===== config.mk =====
export PLATFORM = sky130hd
export DESIGN_NAME = battleship_core
export DESIGN_NICKNAME = d
export VERILOG_FILES = /design/src/rtl/battleship_pkg.sv /design/src/rtl/battleship_lfsr.sv /design/src/rtl/battleship_core.sv
export SDC_FILE = /design/constraint.sdc
export NUM_CORES = 1
export LEC_CHECK = 0
export BUFFER_PORTS_ARGS = -buffer_cell sky130_fd_sc_hd__buf_2
export CAP_MARGIN = 0
export CORE_MARGIN = 8
export CORE_UTILIZATION = 54
export DETAILED_ROUTE_END_ITERATION = 8
export GPL_TIMING_DRIVEN = 0
export PLACE_DENSITY = 0.87
export SYNTH_ARGS = -nofsm -noshare
export SYNTH_HDL_FRONTEND = slang
export SYNTH_SLANG_ARGS = --single-unit

===== constraint.sdc =====
create_clock -name clk -period 6.8 [get_ports clk]
set_input_delay 0.34 -clock clk [delete_from_list [all_inputs] [get_ports clk]]
set_output_delay 0.34 -clock clk [all_outputs]
set_load 0.005 [all_outputs]

===== src/rtl/battleship_pkg.sv =====
// Shared types and constants for the battleship game core: FSM state encoding
// and the 8-bit LFSR seed/taps used for CPU ship placement and targeting.
package battleship_pkg;

    typedef enum logic [2:0] {
        S_IDLE         = 3'd0,
        S_SET_AMOUNT   = 3'd1,
        S_PLACE_PLAYER = 3'd2,
        S_PLACE_CPU    = 3'd3,
        S_PLAYER_TURN  = 3'd4,
        S_CPU_TURN     = 3'd5,
        S_WIN          = 3'd6,
        S_LOSE         = 3'd7
    } state_t;

    localparam logic [7:0] LFSR_SEED = 8'hA5;
    // x^8+x^6+x^5+x^4+1 as a left-shifting Fibonacci register: taps at bits 7,5,4,3
    localparam logic [7:0] LFSR_TAPS = 8'hB8;

    function automatic logic [7:0] lfsr_next(input logic [7:0] q);
        logic fb;
        fb = ^(q & LFSR_TAPS);
        return {q[6:0], fb};
    endfunction

endpackage


===== src/rtl/battleship_lfsr.sv =====
// Free-running 8-bit maximal-length LFSR, the game's only source of randomness.
module battleship_lfsr
    import battleship_pkg::*;
(
    input  logic       clk,
    input  logic       rst,
    output logic [7:0] value
);

    // The zero check only recovers from an upset; a maximal sequence never reaches 0.
    always_ff @(posedge clk or negedge rst) begin
        if (!rst) begin
            value <= LFSR_SEED;
        end else if (value == 8'h00) begin
            value <= LFSR_SEED;
        end else begin
            value <= lfsr_next(value);
        end
    end

endmodule


===== src/rtl/battleship_core.sv =====
// Battleship game controller: button edge detection, cursor, ship placement,
// alternating player/CPU turns and win/lose detection on an N x N board.
module battleship_core
    import battleship_pkg::*;
#(
    parameter int  GRID_N    = 5,
    parameter int  MAX_SHIPS = 5,
    parameter int  WRAP      = 1,
    parameter int  CPU_DELAY = 4,
    localparam int AW        = $clog2(MAX_SHIPS + 1),
    localparam int CW        = $clog2(GRID_N),
    localparam int NCELL     = GRID_N * GRID_N
) (
    input  logic             clk,
    input  logic             rst,
    input  logic             start,
    input  logic             move_up,
    input  logic             move_down,
    input  logic             move_left,
    input  logic             move_right,
    input  logic             player_move,
    input  logic [AW-1:0]    player_ships_input,
    input  logic             confirm_amount_button,
    output logic [AW-1:0]    game_ships_amount,
    output logic [CW-1:0]    cursor_x,
    output logic [CW-1:0]    cursor_y,
    output logic [NCELL-1:0] player_ship_map,
    output logic [NCELL-1:0] player_hit_map,
    output logic [NCELL-1:0] cpu_shot_map,
    output logic [NCELL-1:0] cpu_hit_map,
    output logic [2:0]       game_state,
    output logic [AW-1:0]    ships_placed
);

    localparam int            IW      = $clog2(NCELL);
    localparam logic [AW-1:0] MAX_AMT = AW'(MAX_SHIPS);
    localparam logic [7:0]    DELAY_C = 8'(CPU_DELAY);

    logic [6:0] btn, btn_prev, btn_edge;
    logic       start_e, up_e, down_e, left_e, right_e, move_e, confirm_e;

    state_t           state, state_n;
    logic [AW-1:0]    amount_n, placed_n, cpu_placed, cpu_placed_n;
    logic [CW-1:0]    cx_n, cy_n;
    logic [7:0]       delay_cnt, delay_n;
    logic [NCELL-1:0] pship_n, phit_n, cship, cship_n, cshot_n, chit_n;
    logic             clear;

    logic [7:0]    lfsr_value;
    logic [IW-1:0] cur_idx, rnd_idx;

    battleship_lfsr u_lfsr (
        .clk   (clk),
        .rst   (rst),
        .value (lfsr_value)
    );

    assign btn = {start, move_up, move_down, move_left, move_right,
                  player_move, confirm_amount_button};
    assign btn_edge = btn & ~btn_prev;
    assign {start_e, up_e, down_e, left_e, right_e, move_e, confirm_e} = btn_edge;

    assign cur_idx    = IW'(cursor_y) * IW'(GRID_N) + IW'(cursor_x);
    assign rnd_idx    = IW'({24'd0, lfsr_value} % NCELL);
    assign game_state = state;

    function automatic logic [CW-1:0] step_dec(input logic [CW-1:0] c);
        if (c != '0) return c - CW'(1);
        return (WRAP != 0) ? CW'(GRID_N - 1) : c;
    endfunction

    function automatic logic [CW-1:0] step_inc(input logic [CW-1:0] c);
        if (c != CW'(GRID_N - 1)) return c + CW'(1);
        return (WRAP != 0) ? '0 : c;
    endfunction

    always_comb begin
        state_n      = state;
        amount_n     = game_ships_amount;
        placed_n     = ships_placed;
        cpu_placed_n = cpu_placed;
        cx_n         = cursor_x;
        cy_n         = cursor_y;
        delay_n      = delay_cnt;
        pship_n      = player_ship_map;
        phit_n       = player_hit_map;
        cship_n      = cship;
        cshot_n      = cpu_shot_map;
        chit_n       = cpu_hit_map;
        clear        = 1'b0;

        // One cursor step per cycle; the lower-priority edges are dropped.
        if (state == S_PLACE_PLAYER || state == S_PLAYER_TURN) begin
            if (up_e)         cy_n = step_dec(cursor_y);
            else if (down_e)  cy_n = step_inc(cursor_y);
            else if (left_e)  cx_n = step_dec(cursor_x);
            else if (right_e) cx_n = step_inc(cursor_x);
        end

        case (state)
            S_IDLE, S_WIN, S_LOSE: begin
                if (start_e) begin
                    state_n = S_SET_AMOUNT;
                    clear   = 1'b1;
                end
            end
            S_SET_AMOUNT: begin
                if (confirm_e && player_ships_input != '0) begin
                    amount_n = (player_ships_input > MAX_AMT) ? MAX_AMT : player_ships_input;
                    placed_n = '0;
                    state_n  = S_PLACE_PLAYER;
                end
            end
            S_PLACE_PLAYER: begin
                if (move_e && !player_ship_map[cur_idx]) begin
                    pship_n[cur_idx] = 1'b1;
                    placed_n         = ships_placed + AW'(1);
                    if (placed_n == game_ships_amount) begin
                        cpu_placed_n = '0;
                        state_n      = S_PLACE_CPU;
                    end
                end
            end
            S_PLACE_CPU: begin
                if (!cship[rnd_idx]) begin
                    cship_n[rnd_idx] = 1'b1;
                    cpu_placed_n     = cpu_placed + AW'(1);
                    if (cpu_placed_n == game_ships_amount) state_n = S_PLAYER_TURN;
                end
            end
            S_PLAYER_TURN: begin
                if (move_e && !cpu_shot_map[cur_idx]) begin
                    cshot_n[cur_idx] = 1'b1;
                    if (cship[cur_idx]) chit_n[cur_idx] = 1'b1;
                    if (cship[cur_idx] && ((cship & ~chit_n) == '0)) begin
                        state_n = S_WIN;
                    end else begin
                        delay_n = '0;
                        state_n = S_CPU_TURN;
                    end
                end
            end
            S_CPU_TURN: begin
                if (delay_cnt < DELAY_C) begin
                    delay_n = delay_cnt + 8'd1;
                end else if (!player_hit_map[rnd_idx]) begin
                    phit_n[rnd_idx] = 1'b1;
                    state_n = ((player_ship_map & ~phit_n) == '0) ? S_LOSE : S_PLAYER_TURN;
                end
            end
            default: state_n = S_IDLE;
        endcase

        if (clear) begin
            amount_n     = '0;
            placed_n     = '0;
            cpu_placed_n = '0;
            cx_n         = '0;
            cy_n         = '0;
            delay_n      = '0;
            pship_n      = '0;
            phit_n       = '0;
            cship_n      = '0;
            cshot_n      = '0;
            chit_n       = '0;
        end
    end

    always_ff @(posedge clk or negedge rst) begin
        if (!rst) begin
            btn_prev          <= '0;
            state             <= S_IDLE;
            game_ships_amount <= '0;
            ships_placed      <= '0;
            cpu_placed        <= '0;
            cursor_x          <= '0;
            cursor_y          <= '0;
            delay_cnt         <= '0;
            player_ship_map   <= '0;
            player_hit_map    <= '0;
            cship             <= '0;
            cpu_shot_map      <= '0;
            cpu_hit_map       <= '0;
        end else begin
            btn_prev          <= btn;
            state             <= state_n;
            game_ships_amount <= amount_n;
            ships_placed      <= placed_n;
            cpu_placed        <= cpu_placed_n;
            cursor_x          <= cx_n;
            cursor_y          <= cy_n;
            delay_cnt         <= delay_n;
            player_ship_map   <= pship_n;
            player_hit_map    <= phit_n;
            cship             <= cship_n;
            cpu_shot_map      <= cshot_n;
            cpu_hit_map       <= chit_n;
        end
    end

endmodule


==> qor.yml, run 1 <==
outcome: "finished clean"
clk_path_buf_depth: 2
ys_types: 93
syn-cell-area_mm2: 0.0105
clkPwrFrac: 0.222
maxCapViolCount: 0
max_freq_ghz: 0.151
ys_top_cells_by_area: "dfrtp_1, mux4_2, a21oi_1"
grt_usage: 0.296
max_slew_margin: 0.120
die_area_mm2: 0.0242
async_reset_ff_frac: 1.00
start_util: 0.546
io_pins: 127
detailed_place_hpwl_mm: 26.1
drt-initial-drc-count: 1501
p_total_mw: 4.48
io_buffers: 126
ant_nets: 0
synth_top_area_cell: "dfrtp_1"
syn_avg_cell_area_um2: 9.25
tightest_slew_ns: 1.31
cellLeakagePower_nw: 5.83
finalHoldViolations: 0
fin_crit_ns: 6.62
ys_seq_area_frac: 0.395
synth_top_area_share: 0.385
ir_drop_uv: 258
cts_max_level: 4
fp.dieH_um: 156
synth_ff_type: "dfrtp_1"
crit_buf_inv: 6
synth.ff_latch_count: 166
nets: 1347
worst-setup-path-type: "reg -> reg"
power_density_mw_per_mm2: 353
dr_total_vias: 10700
worstHoldPathCells: 1
r2r_cells: 28
grt_max_degree: 109
n_fill_cell: 1551
fp.coreArea_mm2: 0.0193
min_from: "move_down"
gp_congestion: 0.984
die_w_um: 156
finalSetupViolCount: 0
avgViaCountPerCell: 6.73
worstPathMaxFanout: 9
worstPathRequired_ns: 7.13
clock-root-buffer: "clkbuf_16"
crit_family: "compound AO/OA/AOI/OAI gates"
rrSetupSlack_ns: 0.18
clock-skew-final_ns: 0.0108
synth_most_common_cell: "dfrtp_1"
slew_violations: 0
synth_warnings: 0
syn_to_final_growth_pct: 20.7
worstHoldEndpoint: "btn_prev[4]$_DFF_PN0_"
seq_area_mm2: 0.00416
dr.pass1.iters: 6
multi_input_area_mm2: 0.00624
cts_buffers: 17
end_kind: "flop"
drive_above_1_share: 0.240
max_stage_delay_ns: 0.52
diodes: 0
p_switching_mw: 1.98
cts.sinks: 166
power_frac_comb: 0.461
fp-row-count: 51
placed_cell_area_mm2: 0.0115
cts_tree: "built"
avgRoutedWirePerCell_um: 23.0
design_area_mm2: 0.0127
worstReg2RegEnd: "cpu_placed[2]$_DFFE_PN0P_"
finalWirelength_mm: 36.5
syn_inst: 1138
insertion_delay_ns: 0.44
sw_frac_of_total: 0.443
period_share: 0.974
gr-total-overflow: 0
crit_top_cell: "ha_1"
arrival_ns: 6.95
antenna_found_initial: 0
slowest_stage: "or4_1"
seqPwrFrac: 0.317
hp-class: "in -> reg"
drc: 0
r2r-start: "u_lfsr.value[3]$_DFF_PN0_"
tns_ns: 0
ys_top_cells_by_count: "dfrtp_1, nor2_1, a21oi_1, nand2_1, inv_1"
cts.clk_slew.worst_paths_ns: 0.07
power.internal_mw: 2.50
first_global_vias: 10400
mappedNetlistNets: 1177
synth-edff-count: 0
start_kind: "flop"
grt_pass1_wl_mm: 56.6
## area by class of cell
type | instances | area share
Clock inverter | 9 | 0.00916
Multi-Input combinational cell | 854 | 0.491
Tap cell | 265 | 0.0261
Buffer | 66 | 0.0243
Clock buffer | 23 | 0.0384
Inverter | 51 | 0.0155
Timing Repair Buffer | 152 | 0.0676
Sequential cell | 166 | 0.328
## layer usage
| layer | wire (um) | share of wire | global-route usage | up-vias |
|---|---|---|---|---|
| met4 | 2200 | 0.060 | 0.180 | 0 |
| li1 | - | - | - | 4571 |
| met2 | 16700 | 0.46 | 0.458 | 805 |
| met1 | 13800 | 0.38 | 0.374 | 5114 |
| met3 | 3870 | 0.11 | 0.0654 | 187 |
| met5 | 0 | 0 | 0 | - |
## stage by stage
| stage | utilization | setup WS, ns | hold WS (ns) | std cells |
|---|---|---|---|---|
| after floorplan | - | 0.361 | 0.0444 | 1138 |
| after global placement | 0.596 | -0.917 | 0.463 | 1529 |
| after detailed placement | 0.598 | -0.949 | 0.302 | 1530 |
| after CTS | 0.642 | 0.0113 | 0.0178 | 1571 |
| after global routing | 0.659 | -0.222 | 0.0225 | 1586 |
| final | 0.659 | 0.179 | 0.0215 | 1586 |
## sequential cells by signal, summed over array words and instances, names as in the netlist
name and count:
cship 25, cursor_x 3, game_ships_amount 3, cpu_placed 3, btn_prev 7, ships_placed 3
u_lfsr.value 8, cpu_shot_map 25, delay_cnt 8, player_hit_map 25, cursor_y 3, game_state 3
player_ship_map 25, cpu_hit_map 25
## how the worst max path moves through the flow
stage / to / cells after the start / start / slack, ns
floorplan: game_state[2]$_DFFE_PN0P_ / 28 / u_lfsr.value[4]$_DFF_PN0_ / 0.36
global placement: game_state[0]$_DFFE_PN0P_ / 28 / u_lfsr.value[4]$_DFF_PN0_ / -0.92
detailed placement: game_state[0]$_DFFE_PN0P_ / 28 / u_lfsr.value[4]$_DFF_PN0_ / -0.95
CTS: game_state[0]$_DFFE_PN0P_ / 29 / u_lfsr.value[5]$_DFF_PN1_ / 0.01
global route: game_state[0]$_DFFE_PN0P_ / 30 / u_lfsr.value[5]$_DFF_PN1_ / -0.22
finish: cpu_placed[2]$_DFFE_PN0P_ / 28 / u_lfsr.value[3]$_DFF_PN0_ / 0.18
## timing repair
action | in CTS | in global routing
buffers inserted | 9 | 15
pin swaps | 8 | 20
hold endpoints to repair | 58 | 0
resized for setup | 35 | 45
setup endpoints to repair | 56 | 56
hold buffers | 1 | 0
## cells by family after synthesis
kind of cell	after synthesis	share of synthesized area
adder cells (fa/ha/maj)	27	0.0328
buffers and inverters	118	0.0458
flip-flops	166	0.395
multiplexers	60	0.0968
AO/OA/AOI/OAI	331	0.218
XOR/XNOR	17	0.0142
AND/OR/NAND/NOR	419	0.198
## power groups by stage
stage          registers, mW  clock network, mW  logic, mW
2_1_floorplan           1.34                  0       1.30
3_3_place_gp            1.41                  0       1.89
3_5_place_dp            1.42                  0       1.95
4_1_cts                 1.40              0.994       1.99
5_1_grt                 1.44               1.04       2.21
6_report                1.42              0.995       2.07
## cells in the final DEF (no fill, tap or decap), types with 7 or more instances in the layout
master     instances
a21oi_1          121
a22o_1            27
a31oi_1           13
and2_1            14
buf_2            134
buf_4             29
clkbuf_1          43
clkbuf_16         17
dfrtp_1          162
ha_1              26
inv_1             49
mux2_2             7
mux2i_1           17
mux4_2            32
nand2_1           53
nand2b_1          27
nand3_1           28
nand4_1           17
nor2_1           161
nor2b_1           11
nor3_1            24
nor3_2            10
nor3b_1           12
nor4_1            11
o211ai_1           8
o21ai_0           34
o311ai_0           8
o32ai_1           11
or3_1              9
xnor2_1            9
xor2_1             8
Power figures use the tool's default switching activity.
==> run 2, diff against run 1 <==
Settings changed: ABC_AREA from default to 1, CORE_UTILIZATION 54 to 53, PLACE_DENSITY 0.87 to 0.86.
==> run 2 against run 1 <==
- the run now ends with design-rule violations left
- global-route usage up 0.81 points
- sequential power down 8%
- cell area down 7.2%
- wire length down 1.4%
- critical path depth up 9
- largest power group unchanged
- first-iteration DRC count down 28%
- synthesized cell count up 25%
- highest routed layer unchanged
==> qor.yml, run 2 <==
outcome: "complete, but fails checks"
violations: "design-rule violations"
most-common-layout-cells: "nand2_1, inv_1, nor2_1"
maxCapViolCount: 0  # unchanged
worst-setup-path-type: "reg -> reg"
synth-compound-area-share: 0.139  # -0.0791
synth-edff-count: 0  # unchanged
n_fill_cell: 1673  # +7.9%
syn_to_final_growth_pct: 15.6
grt_usage: 0.304  # +0.00810
io_pins: 127  # unchanged
first_global_vias: 10400  # unchanged
rsz0062_at_grt: "false"
cts_tree: "built"
async_reset_ff_frac: 1.00  # unchanged
die_area_mm2: 0.0239  # -1.1%
gr-total-overflow: 0  # unchanged
avgRoutedWirePerCell_um: 19.8  # -14%
gp_congestion: 1.01  # +2.3%
cts_setup_buffers: 0  # -9
syn-cell-area_mm2: 0.0102  # -3.1%
timing.hold.ws_ns: 0.0226  # +0.00114 ns
grt_max_degree: 123  # +13%
max_freq_ghz: 0.182  # +21%
arrival_ns: 5.84  # -1.11 ns
cellLeakagePower_nw: 6.35  # +8.9%
synth_top_area_share: 0.397  # +0.0122
clock-root-buffer: "clkbuf_16"
tightest_slew_ns: 0.731  # -0.578 ns
cts.clk_slew.worst_paths_ns: 0.07  # about the same
period_share: 0.807  # -0.166
finalWirelength_mm: 36.0  # -1.4%
insertion_delay_ns: 0.44  # about the same
crit_top_cell: "nand2_1"
clk_path_buf_depth: 2  # unchanged
synth_warnings: 0  # unchanged
synth_top_area_cell: "dfrtp_1"
cts_buffers: 17  # unchanged
worstPathMaxFanout: 10  # +1
drive_above_1_share: 0.147  # -0.0932
detailed_place_hpwl_mm: 27.3  # +4.5%
synth_most_common_cell: "nand2_1"
finalHoldViolations: 0  # unchanged
start_util: 0.543  # -0.00263
ys_types: 49  # -47%
ant_nets: 0  # unchanged
synth_mux_area_frac: 0  # -0.0968
fp.dieH_um: 155  # -0.57%
nets: 1613  # +20%
fp-row-count: 50  # -2.0%
die_w_um: 155  # -0.57%
ys_top_cells_by_count: "nand2_1, inv_1, nor2_1, dfrtp_1, a21oi_1"
dr_total_vias: 10700  # -0.14%
diodes: 0  # unchanged
power_density_mw_per_mm2: 405  # +15%
tns_ns: 0  # unchanged
synth_ff_type: "dfrtp_1"
synth_fa_ha_area_frac: 0.0339  # +0.00104
max_slew_margin: 0.511  # +0.391
max_stage_delay_ns: 0.44  # -0.08 ns
io_buffers: 126  # unchanged
mostFrequentLayoutCell: "nand2_1"
synth.ff_latch_count: 166  # unchanged
dr.pass1.iters: 9  # +3
fp.coreArea_mm2: 0.0188  # -2.6%
cts_resized: 0  # -100%
mappedNetlistNets: 1466  # +25%
start_kind: "flop"
slowest_stage: "a31oi_1"
clock-skew-final_ns: 0.00946  # -0.00138 ns
drt-initial-drc-count: 1074  # -28%
worstPathRequired_ns: 7.15  # +0.02 ns
avgViaCountPerCell: 5.86  # -13%
fin_crit_ns: 5.49  # -1.13 ns
syn_avg_cell_area_um2: 7.15  # -23%
finalNonFillerCells: 1821  # +15%
drc: 2  # +2
synth_xor_area_frac: 0.0146  # +0.000450
grt_pass1_wl_mm: 56.9  # +0.63%
cts_max_level: 4  # unchanged
synth_top_family_by_area: "simple AND/OR/NAND/NOR gates"
utilization: 0.628  # -0.0309
syn_inst: 1427  # +25%
ys_seq_area_frac: 0.408  # +0.0126
finalSetupViolCount: 0  # unchanged
slew_violations: 0  # unchanged
cts.sinks: 166  # unchanged
hp-class: "in -> reg"
place_inst: 1788  # +17%
ys_top_cells_by_area: "dfrtp_1, nand2_1, inv_1"
end_kind: "flop"
yosys.area_share.simple: 0.307  # +0.110
antenna_found_initial: 0  # unchanged
ir_drop_uv: 285  # +10%
## run 2: changes by cell type after synthesis, moves of 13 or more
cell	change
mux2i_1	-17
inv_1	+143
and2_1	-14
a22o_1	-26
nor3_1	-30
nand3_1	+18
nand2_1	+350
mux4_2	-32
nor2_1	+30
o22ai_1	+13
nand2_2	+17
nand2b_1	-27
## run 2: through the flow
| stage | instance area (um^2) | worst slack [ns] | power [mW] |
|---|---|---|---|
| final | 11800 | 1.31 | 4.77 |
| after global routing | 11800 | 0.886 | 5.02 |
| after CTS | 11800 | 1.40 | 4.67 |
| after detailed placement | 11200 | 1.49 | 3.64 |
| after global placement | 11100 | 1.58 | 3.62 |
| after floorplan | 10200 | 2.47 | 2.75 |
## run 2: routing by layer
layer	global-route usage	vias to the layer above	routed length, um
met2	0.493	703	16900
met4	0.159	0	1760
met3	0.0708	140	3760
li1	-	4867	-
met5	0	-	0
met1	0.372	4952	13600
## run 2: path summary, 6_finish.rpt
| check | end | slack, ns | cells past startpoint | from |
|---|---|---|---|---|
| min in group asynchronous | ships_placed[1]$_DFFE_PN0P_ | 0.38 | 2 | rst |
| max in group asynchronous | cpu_shot_map[8]$_DFFE_PN0P_ | 5.52 | 3 | rst |
| min | btn_prev[2]$_DFF_PN0_ | 0.02 | 1 | move_right |
| max reg2reg | game_state[1]$_DFFE_PN0P_ | 1.31 | 37 | u_lfsr.value[4]$_DFF_PN0_ |
| max | game_state[1]$_DFFE_PN0P_ | 1.31 | 37 | u_lfsr.value[4]$_DFF_PN0_ |
| min reg2reg | delay_cnt[7]$_DFFE_PN0P_ | 0.49 | 2 | delay_cnt[7]$_DFFE_PN0P_ |
## run 2: logic make-up after synthesis
family | Yosys count
AOI/OAI and AO/OA | 243
xor gates and xnor gates | 17
adders and majority gates | 27
buffers and inverters | 248
DFF | 166
and+or+nand+nor | 726
## run 2: final cells by class
type	count	area, um^2	share of cell area
buffer	46	238	0.0202
clock buffer	21	480	0.0408
clock inverter	11	136	0.0116
inverter	202	758	0.0643
multi-input combinational	1013	5040	0.428
sequential	166	4160	0.353
tap	234	293	0.0248
timing repair buffer	128	678	0.0575
## run 2: repair_timing
action | CTS | global route
setup endpoints to repair | 0 | 0
hold buffers | 1 | 0
endpoints found under the hold margin | 40 | 0
## run 2: report_power, final
group	switching, mW	internal (mW)
Clock	0.428	0.588
Combinational	1.83	0.631
Sequential	0.153	1.14
Total	2.41	2.36
## run 2: critical path, delay by kind of cell (launching register included)
family                     cells  cell delay (ns)
buffers and inverters          6             0.65
adders and majority gates      3             0.66
and+or+nand+nor               25             2.99
AOI/OAI and AO/OA              3             0.67
DFF                            1             0.43
